[config.mk]
export PLATFORM = sky130hd
export DESIGN_NAME = rect_fill
export DESIGN_NICKNAME = d
export VERILOG_FILES = /design/src/rtl/rect_fill.sv
export SDC_FILE = /design/constraint.sdc
export NUM_CORES = 1
export LEC_CHECK = 0
export BUFFER_PORTS_ARGS = -buffer_cell sky130_fd_sc_hd__buf_4
export CAP_MARGIN = 20
export CORE_UTILIZATION = 50
export CTS_CLUSTER_SIZE = 14
export DETAILED_ROUTE_END_ITERATION = 6
export PLACE_DENSITY = 0.73
export SLEW_MARGIN = 5
export SYNTH_ARGS = -nofsm -noshare
export SYNTH_HDL_FRONTEND = slang
export SYNTH_SLANG_ARGS = --single-unit
[constraint.sdc]
create_clock -name clk -period 7.8 [get_ports clk]
set_input_delay 1.56 -clock clk [delete_from_list [all_inputs] [get_ports clk]]
set_output_delay 1.56 -clock clk [all_outputs]
set_load 0.02 [all_outputs]
[src/rtl/rect_fill.sv]
// Rectangle fill engine: latches two corners and a colour, then writes every
// pixel of the clipped rectangle row-major, one framebuffer write per cycle.
module rect_fill #(
  parameter int FB_WIDTH  = 214,
  parameter int FB_HEIGHT = 160,
  parameter int A_WIDTH   = 16
) (
  input  logic               clk,
  input  logic               rst,
  input  logic               execute_request,
  input  logic [7:0]         x0,
  input  logic [7:0]         x1,
  input  logic [7:0]         y0,
  input  logic [7:0]         y1,
  input  logic [2:0]         colour,
  output logic               ready,
  output logic               done,
  output logic [A_WIDTH-1:0] fb_addr,
  output logic               fb_write_en,
  output logic [2:0]         fb_pixel
);

  typedef enum logic [1:0] {IDLE, SETUP, FILL, DONE} state_t;

  localparam logic [A_WIDTH-1:0] W_A = A_WIDTH'(FB_WIDTH);

  state_t             state, state_nxt;
  logic [7:0]         x0_q, x1_q, y0_q, y1_q;
  logic [2:0]         colour_q;
  logic [7:0]         xmin, xmax, ymax, x, y;
  logic [A_WIDTH-1:0] row_base;

  logic [7:0] s_xmin, s_xmax, s_ymin, s_ymax;
  logic       s_off, row_end, last;

  // Corner ordering and clipping, evaluated from the latched corners in SETUP.
  always_comb begin
    s_xmin = (x0_q < x1_q) ? x0_q : x1_q;
    s_xmax = (x0_q < x1_q) ? x1_q : x0_q;
    s_ymin = (y0_q < y1_q) ? y0_q : y1_q;
    s_ymax = (y0_q < y1_q) ? y1_q : y0_q;
    if (int'(s_xmax) > FB_WIDTH - 1)  s_xmax = 8'(FB_WIDTH - 1);
    if (int'(s_ymax) > FB_HEIGHT - 1) s_ymax = 8'(FB_HEIGHT - 1);
    s_off = (int'(s_xmin) >= FB_WIDTH) || (int'(s_ymin) >= FB_HEIGHT);
  end

  assign row_end = (x == xmax);
  assign last    = row_end && (y == ymax);

  always_comb begin
    state_nxt = state;
    case (state)
      IDLE:  if (execute_request) state_nxt = SETUP;
      SETUP: state_nxt = s_off ? DONE : FILL;
      FILL:  if (last) state_nxt = DONE;
      DONE:  state_nxt = IDLE;
      default: state_nxt = IDLE;
    endcase
  end

  always_ff @(posedge clk) begin
    if (rst) state <= IDLE;
    else     state <= state_nxt;
  end

  assign ready       = (state == IDLE);
  assign done        = (state == DONE);
  assign fb_write_en = (state == FILL);
  assign fb_pixel    = colour_q;

  // The only multiply happens once in SETUP; FILL walks addresses by adds.
  always_ff @(posedge clk) begin
    if (rst) begin
      x0_q <= '0; x1_q <= '0; y0_q <= '0; y1_q <= '0;
      colour_q <= '0;
      xmin <= '0; xmax <= '0; ymax <= '0; x <= '0; y <= '0;
      row_base <= '0;
      fb_addr  <= '0;
    end else begin
      case (state)
        IDLE: if (execute_request) begin
          x0_q <= x0; x1_q <= x1; y0_q <= y0; y1_q <= y1;
          colour_q <= colour;
        end
        SETUP: begin
          xmin     <= s_xmin;
          xmax     <= s_xmax;
          ymax     <= s_ymax;
          x        <= s_xmin;
          y        <= s_ymin;
          row_base <= A_WIDTH'(s_ymin) * W_A;
          fb_addr  <= A_WIDTH'(s_ymin) * W_A + A_WIDTH'(s_xmin);
        end
        FILL: if (!last) begin
          if (row_end) begin
            x        <= xmin;
            y        <= y + 8'd1;
            row_base <= row_base + W_A;
            fb_addr  <= row_base + W_A + A_WIDTH'(xmin);
          end else begin
            x       <= x + 8'd1;
            fb_addr <= fb_addr + 1'b1;
          end
        end
        default: ;
      endcase
    end
  end

endmodule

==> key figures, run 1 <==
Yosys
  – EDFF count, synth: 0
  – Main synth FF type: dfxtp_1
  – Yosys warns: 0
  – Count of different cell masters after synthesis: 72
  – Seq cells post-synth: between 100 and 150
  – Post-synthesis sequential area ratio: 0.258
  – Synthesized area: 8390 um^2
  – Mapped Avg Cell Area: between 7 and 8 um^2
  – Asr flop ratio synth: 0
  – Syn nets: 1,216
  – Post-Syn Instances: 1,087

Timing
  – Least-Margin Pin Slew: 1.04 ns
  – Unrepaired setup endpoints after global routing: false
  – Fin. Hold Viols: 0
  – Fin crit period: roughly 7 ns
  – Setup Skew: around 0.010 ns
  – Max transition margin: 0.310
  – Setup TNS: 0 ns
  – Worst Slack Setup Final: a little under 0.8 ns
  – Max-slew violations: 0
  – Final worst path period share: 0.901
  – FMAX: between 100 and 150 MHz
  – Min Hold Slack: 0.459 ns
  – Final setup vio count: 0

Final layout
  – Design area: around 9400 um^2
  – Diodes inserted: 0
  – Commonest non-fill, non-tap cell in the layout: nand2_1
  – Most frequent cells in the layout: 145 x nand2_1, 108 x dfxtp_1, 104 x nor2_1
  – Non-filler cells in the finished layout: between 1,000 and 1,500
  – Share of layout cells above drive strength 1: 0.100
  – Synth-to-layout area growth: 11.8%
  – Layout filler cell count: between 1,500 and 2,000
  – Nets: 1,253

GRT
  – Initial antenna violation count: 0
  – Gr ovfl total: 0
  – GRT Resource Usage Total: 0.241
  – First-pass GRT wire length: approximately 35 mm
  – Pin count of the biggest net entering global routing: 96
  – Vias in the first global route: around 7,100

Flow run
  – Max Cap Viol: 0

Clock network
  – Clock latency at the later pin of the worst-skew pair: 0.36 ns
  – Setup Fix Bufs, Post-CTS: 0
  – CTS tree: done
  – Num CTS Buffers: 9
  – Hold_buf cts: 0
  – Root Driver: clkbuf_16
  – CTS resizes: 0
  – Reg clk slew, reported paths: about 0.080 ns
  – Clk sinks: 108
  – H-tree depth: 3
  – CTS Buffer Depth: 2

Worst setup path
  – Delay of the slowest critical-path stage: about 0.57 ns
  – RR Endpoint: fb_addr[14]$_SDFFE_PP0P_
  – CP max stage cell: or4b_1
  – Crit Path Class: reg2reg
  – Critical Path End Type: flop
  – CP arrival: about 7.3 ns
  – Cell mode on critical path: inv_1
  – Crit-path max FO: 9
  – Crit. Startpoint: y1_q[7]$_SDFFE_PP0P_
  – Worst Path Required: between 8 and 9 ns
  – FF-to-FF setup slack: ~0.77 ns
  – CP endpoint: fb_addr[14]$_SDFFE_PP0P_
  – Reg-to-reg critical path startpoint: y1_q[7]$_SDFFE_PP0P_
  – Crit path launch type: flop
  – FF-to-FF path depth: 25

Placement
  – Buffers on Ports: between 50 and 60
  – Placer Congestion: about 0.9
  – Placed inst area: around 9000 um^2
  – Detailed Place HPWL: between 10 and 15 mm
  – Placement Setup Slack: ~0.48 ns
  – DP Cell Count: between 1,000 and 1,500

Die
  – Starting Density: 0.520
  – I/O pin count: 60
  – Die X: about 130 um
  – Die footprint: approximately 17,000 um^2
  – Core box area: about 16,000 um^2
  – Site Rows: 46
  – Die Y: between 100 and 150 um

Route
  – Via-to-Cell Ratio: about 5.7
  – Wire length per cell: about 15 um
  – Final WL: just over 20 mm
  – Final ANT Viol Nets: 0
  – # DRC: 0
  – Router iterations before antenna repair: 5
  – 1st-iter DRT viols: between 400 and 500
  – Total number of vias: roughly 7,700

Power
  – Power Density: 430 nW/um^2
  – Leak: about 4 nW
  – VDD IR max: ~220 uV

Run status
  – Outcome: finished clean

Worst hold path
  – Worst min path class: reg2reg
-- worst max-delay path: cells and delay by family (launching register included) --
family | cells | cell delay, ns
multiplexers | 1 | 0.19
buffers and inverters | 6 | 0.73
adder cells (fa/ha/maj) | 6 | 2.51
XOR/XNOR | 1 | 0.12
AO/OA/AOI/OAI | 4 | 1.32
AND/OR/NAND/NOR | 7 | 1.67
flip-flops | 1 | 0.39
-- flip-flops by register name, indices dropped and copies added (netlist names) --
name,count
row_base,15
y1_q,8
x,8
state,2
fb_addr,16
xmax,8
ymax,8
x0_q,8
x1_q,8
y0_q,8
fb_pixel,3
xmin,8
y,8
-- power breakdown --
| group | internal [mW] | switching, mW |
|---|---|---|
| Sequential | 0.704 | 0.174 |
| Clock | 0.253 | 0.225 |
| Combinational | 1.07 | 1.60 |
-- logic make-up after synthesis --
group / synth area share
AOI/OAI and AO/OA: 0.229
buffers and inverters: 0.0568
adders and majority gates: 0.146
DFF: 0.258
muxes: 0.0342
and+or+nand+nor: 0.196
xor gates and xnor gates: 0.0813
-- metal layers --
| layer | GRT usage | wire (um) | vias to the layer above |
|---|---|---|---|
| met5 | 0 | 0 | - |
| met4 | 0.0756 | 391 | 0 |
| met3 | 0.0417 | 836 | 25 |
| met2 | 0.390 | 9210 | 160 |
| met1 | 0.325 | 9940 | 3576 |
| li1 | - | - | 3905 |
-- metrics by stage --
stage | utilization | power, mW
after detailed placement | 0.559 | 3.48
after CTS | 0.578 | 3.98
after floorplan | - | 2.87
final | 0.582 | 4.03
after global routing | 0.582 | 4.38
after global placement | 0.559 | 3.43
-- synthesized netlist by cell type (all sizes together) (4+ instances only) --
cell type  instances  share of area
nor2             104          0.047
o22ai              4         0.0030
nand4              6         0.0045
o211ai            19          0.017
fa                11          0.026
clkbuf            48          0.021
and2               5         0.0037
o21ai             58          0.035
a221oi             4         0.0057
dfxtp            108           0.26
nand3b             5         0.0045
xnor2             48          0.050
and3              16          0.012
a21boi             4         0.0036
a22oi             11         0.0098
a21oi            101          0.060
nor3              26          0.016
nand2            145          0.065
a31oi              6         0.0045
nor2b              8         0.0060
a21o              12          0.011
o21a               5         0.0045
nand2b             7         0.0061
mux2               5         0.0067
nor4               5         0.0045
mux2i             23          0.027
xor2              29          0.031
a211oi            27          0.024
ha                80           0.12
nand3             20          0.012
inv               73          0.033
o31ai              8         0.0084
-- worst min-delay path by stage --
stage,slack (ns),start,cells past startpoint,to
final,0.46,fb_pixel[2]$_SDFFE_PP0P_,2,fb_pixel[2]$_SDFFE_PP0P_
after global routing,0.51,x1_q[1]$_SDFFE_PP0P_,2,x1_q[1]$_SDFFE_PP0P_
after CTS,0.46,fb_pixel[2]$_SDFFE_PP0P_,2,fb_pixel[2]$_SDFFE_PP0P_
after detailed placement,0.45,fb_pixel[2]$_SDFFE_PP0P_,2,fb_pixel[2]$_SDFFE_PP0P_
after global placement,0.44,fb_pixel[1]$_SDFFE_PP0P_,2,fb_pixel[1]$_SDFFE_PP0P_
after floorplan,0.45,x1_q[4]$_SDFFE_PP0P_,2,x1_q[4]$_SDFFE_PP0P_
-- area by class of cell --
cell class | instances | area, um^2 | share of cell area
repair buffers | 77 | 593 | 0.0633
inverters | 74 | 278 | 0.0296
flip-flops and latches | 108 | 2160 | 0.231
clock buffers | 10 | 229 | 0.0244
multi-input cells | 854 | 5770 | 0.616
clock inverters | 6 | 70.1 | 0.00747
well taps | 216 | 270 | 0.0288
Power figures use the tool's default switching activity.
==> inputs of run 2 (changes only) <==
Clock period 7.8 ns to 7.7 ns, I/O delays scaled along.
==> run 2 against run 1 <==
  * First-iteration DRC count rose by 16%
  * Critical endpoint unchanged
  * Clock power rose by 7.3%
  * Via count fell by 0.69%
  * Worst setup slack got worse by 0.28 ns
  * Largest cell class unchanged
==> key figures, run 2 (synthesis results as in run 1) <==
Route
  – Final WL: just over 20 mm
  – Router iterations before antenna repair: 5
  – Wire length per cell: ~15 um
  – Via-to-Cell Ratio: about 5.7
  – # DRC: 0
  – Final ANT Viol Nets: 0
  – Total number of vias: around 7,600
  – 1st-iter DRT viols: 514

Final layout
  – Synth-to-layout area growth: 11.9%
  – Register area: ~2200 um^2
  – Commonest non-fill, non-tap cell in the layout: nand2_1
  – Top reg by flops: fb_addr
  – Top flop regs: fb_addr (16), row_base (15)
  – Share of layout cells above drive strength 1: 0.0986
  – Layout filler cell count: ~1,500
  – Util after Layout: 0.582
  – Max reg flops: 16
  – Most frequent cells in the layout: 145 x nand2_1, 108 x dfxtp_1, 104 x nor2_1
  – Multi-input gate area: around 5800 um^2
  – Diodes inserted: 0
  – Nets: approximately 1,300

Power
  – Power Density: about 440 nW/um^2
  – Leak: 4.07 nW
  – VDD IR max: approximately 180 uV

Worst setup path
  – Cell mode on critical path: inv_1
  – CP arrival: approximately 7.5 ns
  – RR Endpoint: fb_addr[14]$_SDFFE_PP0P_
  – FF-to-FF setup slack: a little under 0.5 ns
  – FF-to-FF path depth: 24
  – CP cell instances: inv_1 -> ha_1 -> and3_1 -> nand2_1 -> o31ai_4 -> mux2i_1 -> inv_1 -> ha_1 -> fa_1 -> fa_1 -> inv_1 -> fa_1 -> inv_1 -> ha_1 -> and4_1 -> and2_1 -> nand4_1 -> a2111oi_0 -> a211oi_1 -> buf_4 -> or4b_1 -> nor4_2 -> xnor2_1 -> a221oi_2
  – Crit path launch type: flop
  – Worst Path Required: 7.99 ns
  – Crit Path Class: reg2reg
  – Delay of the slowest critical-path stage: between 0.5 and 0.6 ns
  – CP max stage cell: fa_1
  – Critical Path End Type: flop
  – Crit-path max FO: 11
  – Reg-to-reg critical path startpoint: y1_q[7]$_SDFFE_PP0P_
  – Crit. Startpoint: y1_q[7]$_SDFFE_PP0P_

Placement
  – Placer Congestion: ~0.87
  – Detailed Place HPWL: between 10 and 15 mm
  – Buffers on Ports: ~60

Clock network
  – CTS Buffer Depth: 2
  – Hold_buf cts: 0
  – Clk sinks: between 100 and 150
  – Num CTS Buffers: 9
  – H-tree depth: 3
  – Clock latency at the later pin of the worst-skew pair: around 0.36 ns
  – CTS resizes: 0
  – Root Driver: clkbuf_16
  – Setup Fix Bufs, Post-CTS: 0
  – Reg clk slew, reported paths: around 0.080 ns
  – CTS tree: done

GRT
  – Pin count of the biggest net entering global routing: 96
  – Gr ovfl total: 0
  – Vias in the first global route: about 6,900
  – Initial antenna violation count: 0
  – First-pass GRT wire length: around 34 mm
  – GRT Resource Usage Total: 0.235

Timing
  – Setup TNS: 0 ns
  – Setup Skew: approximately 0.01 ns
  – Final worst path period share: 0.936
  – Max transition margin: 0.310
  – Fin crit period: between 7 and 8 ns
  – Unrepaired setup endpoints after global routing: false
  – Max-slew violations: 0
  – FMAX: 139 MHz
  – Fin. Hold Viols: 0
  – Least-Margin Pin Slew: slightly above 1 ns
  – Final setup vio count: 0

Worst hold path
  – Worst min path class: reg2reg
  – Hold_sp: fb_pixel[2]$_SDFFE_PP0P_
  – Sink of the worst hold path: fb_pixel[2]$_SDFFE_PP0P_
  – Hold Path Depth: 2

Die
  – I/O pin count: 60
  – Starting Density: 0.520
  – Die footprint: between 15,000 and 20,000 um^2
  – Site Rows: 46
  – Die Y: 132 um
  – Core box area: approximately 16,000 um^2
  – Die X: around 130 um

Flow run
  – Max Cap Viol: 0

Run status
  – Outcome: finished clean
run 2: cell types whose count changed in the layout (fill, tap and decap cells not counted):
cell / previous run / this run
buf_4: 75 / 73
bufinv_16: 1 / 2
clkbuf_1: 1 / 0
clkinv_2: 1 / 0
clkinv_4: 2 / 1
clkinvlp_4: 0 / 1
inv_6: 2 / 1
inv_8: 0 / 1
run 2: metrics by stage:
| step | hold WS [ns] | setup slack, ns | instances | power (mW) | cell area, um^2 |
|---|---|---|---|---|---|
| 6_report | 0.455 | 0.491 | 1342 | 4.10 | 9380 |
| 5_1_grt | 0.478 | 0.132 | 1342 | 4.47 | 9380 |
| 3_5_place_dp | 0.447 | 0.590 | 1325 | 3.54 | 9030 |
| 4_1_cts | 0.457 | 0.562 | 1340 | 4.08 | 9350 |
| 2_1_floorplan | 0.446 | 0.835 | 1087 | 2.91 | 8390 |
| 3_3_place_gp | 0.446 | 0.770 | 1325 | 3.50 | 9030 |
run 2: worst max-delay path by stage:
stage	to	slack, ns	depth (start not counted)
CTS	fb_addr[14]$_SDFFE_PP0P_	0.56	24
global placement	fb_addr[14]$_SDFFE_PP0P_	0.77	24
floorplan	fb_addr[14]$_SDFFE_PP0P_	0.84	25
finish	fb_addr[14]$_SDFFE_PP0P_	0.49	24
detailed placement	fb_addr[14]$_SDFFE_PP0P_	0.59	24
global route	fb_addr[13]$_SDFFE_PP0P_	0.13	24
run 2: routing by layer:
metal / up-vias / GRT usage / part of all wire
met3: 22 / 0.0405 / 0.034
met4: 0 / 0.0646 / 0.017
met1: 3545 / 0.327 / 0.50
met5: - / 0 / 0
met2: 145 / 0.372 / 0.45
li1: 3901 / - / -
run 2: area by class of cell:
cell class              count  area share
repair buffers             75      0.0616
clock buffers               9      0.0240
multi-input cells         854       0.615
flip-flops and latches    108       0.230
inverters                  74      0.0296
clock inverters             6      0.0103
well taps                 216      0.0288
run 2: power by group:
group / total, mW / internal, mW / switching, mW
sequential: 0.890 / 0.714 / 0.176
combinational: 2.70 / 1.08 / 1.62
clock: 0.512 / 0.288 / 0.225
run 2: critical path, delay by kind of cell (launching register included):
family | cells | cell delay, ns
muxes | 1 | 0.45
DFF | 1 | 0.39
buffers and inverters | 5 | 0.52
adders and majority gates | 6 | 2.64
AOI/OAI and AO/OA | 4 | 1.35
xor gates and xnor gates | 1 | 0.12
and+or+nand+nor | 7 | 1.66
==> inputs of run 3 (changes only) <==
Settings changed: PLACE_DENSITY 0.73 to 0.76.
==> run 3 against run 2 <==
  * Hold slack better by 0.0010 ns
  * Sequential power is essentially flat
  * Final cell count about the same
  * Wire length decreased by 1.4%
==> key figures, run 3 (synthesis results as in run 1) <==
Run status
  – Outcome: finished clean

Timing
  – Setup Skew: roughly 0.012 ns
  – Min Hold Slack: between 0.4 and 0.5 ns
  – Max-slew violations: 0
  – Max transition margin: 0.266
  – FMAX: approximately 140 MHz
  – Least-Margin Pin Slew: ~1.1 ns
  – Final setup vio count: 0
  – Fin crit period: a little over 7 ns
  – Unrepaired setup endpoints after global routing: false
  – Setup TNS: 0 ns
  – Final worst path period share: 0.926
  – Fin. Hold Viols: 0

Worst setup path
  – CP max stage cell: fa_1
  – Delay of the slowest critical-path stage: roughly 0.55 ns
  – Critical Path End Type: flop
  – FF-to-FF path depth: 24
  – CP arrival: between 7 and 8 ns
  – Crit path launch type: flop
  – Cell mode on critical path: inv_1
  – Crit Path Class: reg2reg
  – Crit-path max FO: 15
  – Delay-heaviest family, CP: adder cells
  – CP bufs+invs: 5
  – FF-to-FF setup slack: 0.57 ns
  – RR Endpoint: fb_addr[14]$_SDFFE_PP0P_
  – Reg-to-reg critical path startpoint: y1_q[7]$_SDFFE_PP0P_
  – CP cell instances: inv_1 -> ha_1 -> and3_1 -> nand2_1 -> o31ai_4 -> buf_4 -> mux2i_1 -> inv_1 -> ha_1 -> fa_1 -> fa_1 -> inv_1 -> fa_1 -> inv_1 -> ha_1 -> and4_1 -> and2_1 -> nand4_1 -> a2111oi_0 -> a211oi_1 -> or4b_1 -> nor4_2 -> xnor2_1 -> a221oi_2
  – Worst Path Required: 7.97 ns

Clock network
  – Root Driver: clkbuf_16
  – CTS resizes: 0
  – Reg clk slew, reported paths: ~0.080 ns
  – H-tree depth: 3
  – Clock latency at the later pin of the worst-skew pair: approximately 0.36 ns
  – CTS Buffer Depth: 2
  – Num CTS Buffers: 9
  – Setup Fix Bufs, Post-CTS: 0
  – Hold_buf cts: 0
  – Clk sinks: 108
  – CTS tree: done

Route
  – Final WL: roughly 20 mm
  – Final ANT Viol Nets: 0
  – Via-to-Cell Ratio: 5.61
  – Wire length per cell: between 10 and 15 um
  – Total number of vias: ~7,500
  – 1st-iter DRT viols: 524
  – # DRC: 0
  – Router iterations before antenna repair: 7

GRT
  – Initial antenna violation count: 0
  – Pin count of the biggest net entering global routing: roughly 100
  – Gr ovfl total: 0
  – First-pass GRT wire length: around 34 mm
  – GRT Resource Usage Total: 0.235
  – Vias in the first global route: 7,030

Power
  – Leak: ~4.1 nW
  – Switching Fraction: 0.496
  – Net Switching: just over 2 mW
  – Clk pwr share: 0.120
  – Gate power share: 0.661
  – VDD IR max: approximately 200 uV
  – Power Density: about 430 nW/um^2
  – Sequential fraction of design power: 0.219
  – Internal power: approximately 2.0 mW

Die
  – Starting Density: 0.520
  – Die X: 132 um
  – Site Rows: 46
  – Core box area: ~16,000 um^2
  – Die footprint: between 15,000 and 20,000 um^2
  – I/O pin count: 60
  – Die Y: about 130 um

Final layout
  – Layout filler cell count: roughly 1,500
  – Commonest non-fill, non-tap cell in the layout: nand2_1
  – Multi-input gate area: approximately 5800 um^2
  – Max reg flops: 16
  – Share of layout cells above drive strength 1: 0.0994
  – Top flop regs: fb_addr (16), row_base (15)
  – Design area: roughly 9400 um^2
  – Diodes inserted: 0
  – Nets: roughly 1,300
  – Non-filler cells in the finished layout: 1,343
  – Register area: 2160 um^2
  – Top reg by flops: fb_addr
  – Synth-to-layout area growth: 11.6%
  – Most frequent cells in the layout: 145 x nand2_1, 108 x dfxtp_1, 104 x nor2_1

Placement
  – DP Cell Count: roughly 1,300
  – Placed inst area: 9030 um^2
  – Buffers on Ports: roughly 60
  – Detailed Place HPWL: 14.7 mm
  – Placer Congestion: ~0.92

Flow run
  – Max Cap Viol: 0

Worst hold path
  – Hold_sp: fb_pixel[0]$_SDFFE_PP0P_
  – Sink of the worst hold path: fb_pixel[0]$_SDFFE_PP0P_
  – Worst min path class: reg2reg
  – Hold Path Depth: 2
-- run 3: area by class of cell --
cell class                 count  area share
timing repair buffer          75      0.0617
sequential                   108       0.231
inverter                      74      0.0297
clock buffer                   9      0.0241
multi-input combinational    854       0.616
tap                          216      0.0289
clock inverter                 7     0.00829
-- run 3: power by group through the flow --
stage	Sequential [mW]	Clock [mW]	Combinational, mW
6_report	0.888	0.486	2.68
5_1_grt	0.914	0.516	2.98
4_1_cts	0.885	0.496	2.65
3_5_place_dp	0.897	0	2.63
3_3_place_gp	0.893	0	2.59
2_1_floorplan	0.887	0	2.02
-- run 3: stage by stage --
stage | total power [mW] | setup WS, ns | utilization
after floorplan | 2.91 | 0.835 | -
after global placement | 3.48 | 0.923 | 0.560
after detailed placement | 3.52 | 0.721 | 0.560
after CTS | 4.03 | 0.644 | 0.579
after global routing | 4.41 | 0.183 | 0.581
final | 4.06 | 0.572 | 0.581
-- run 3: worst max path at each step --
stage	start	end	cells past startpoint
floorplan	y1_q[7]$_SDFFE_PP0P_	fb_addr[14]$_SDFFE_PP0P_	25
global placement	y1_q[7]$_SDFFE_PP0P_	fb_addr[14]$_SDFFE_PP0P_	24
detailed placement	y1_q[7]$_SDFFE_PP0P_	fb_addr[14]$_SDFFE_PP0P_	24
CTS	y1_q[7]$_SDFFE_PP0P_	fb_addr[14]$_SDFFE_PP0P_	24
global route	y1_q[7]$_SDFFE_PP0P_	fb_addr[14]$_SDFFE_PP0P_	24
finish	y1_q[7]$_SDFFE_PP0P_	fb_addr[14]$_SDFFE_PP0P_	24
-- run 3: layer usage --
| metal | track usage | vias to the layer above | wire, um |
|---|---|---|---|
| li1 | - | 3897 | - |
| met1 | 0.319 | 3485 | 9900 |
| met2 | 0.391 | 135 | 9100 |
| met3 | 0.0328 | 17 | 665 |
| met4 | 0.0594 | 0 | 230 |
| met5 | 0 | - | 0 |
-- run 3: worst reg2reg max path: stages, from the launching register on --
cell and delay (ns):
dfxtp_1 0.41, inv_1 0.10, ha_1 0.34, and3_1 0.22, nand2_1 0.12, o31ai_4 0.35
buf_4 0.28, mux2i_1 0.37, inv_1 0.19, ha_1 0.34, fa_1 0.49, fa_1 0.55
inv_1 0.05, fa_1 0.49, inv_1 0.04, ha_1 0.35, and4_1 0.24, and2_1 0.21
nand4_1 0.19, a2111oi_0 0.44, a211oi_1 0.14, or4b_1 0.55, nor4_2 0.18, xnor2_1 0.11
a221oi_2 0.28
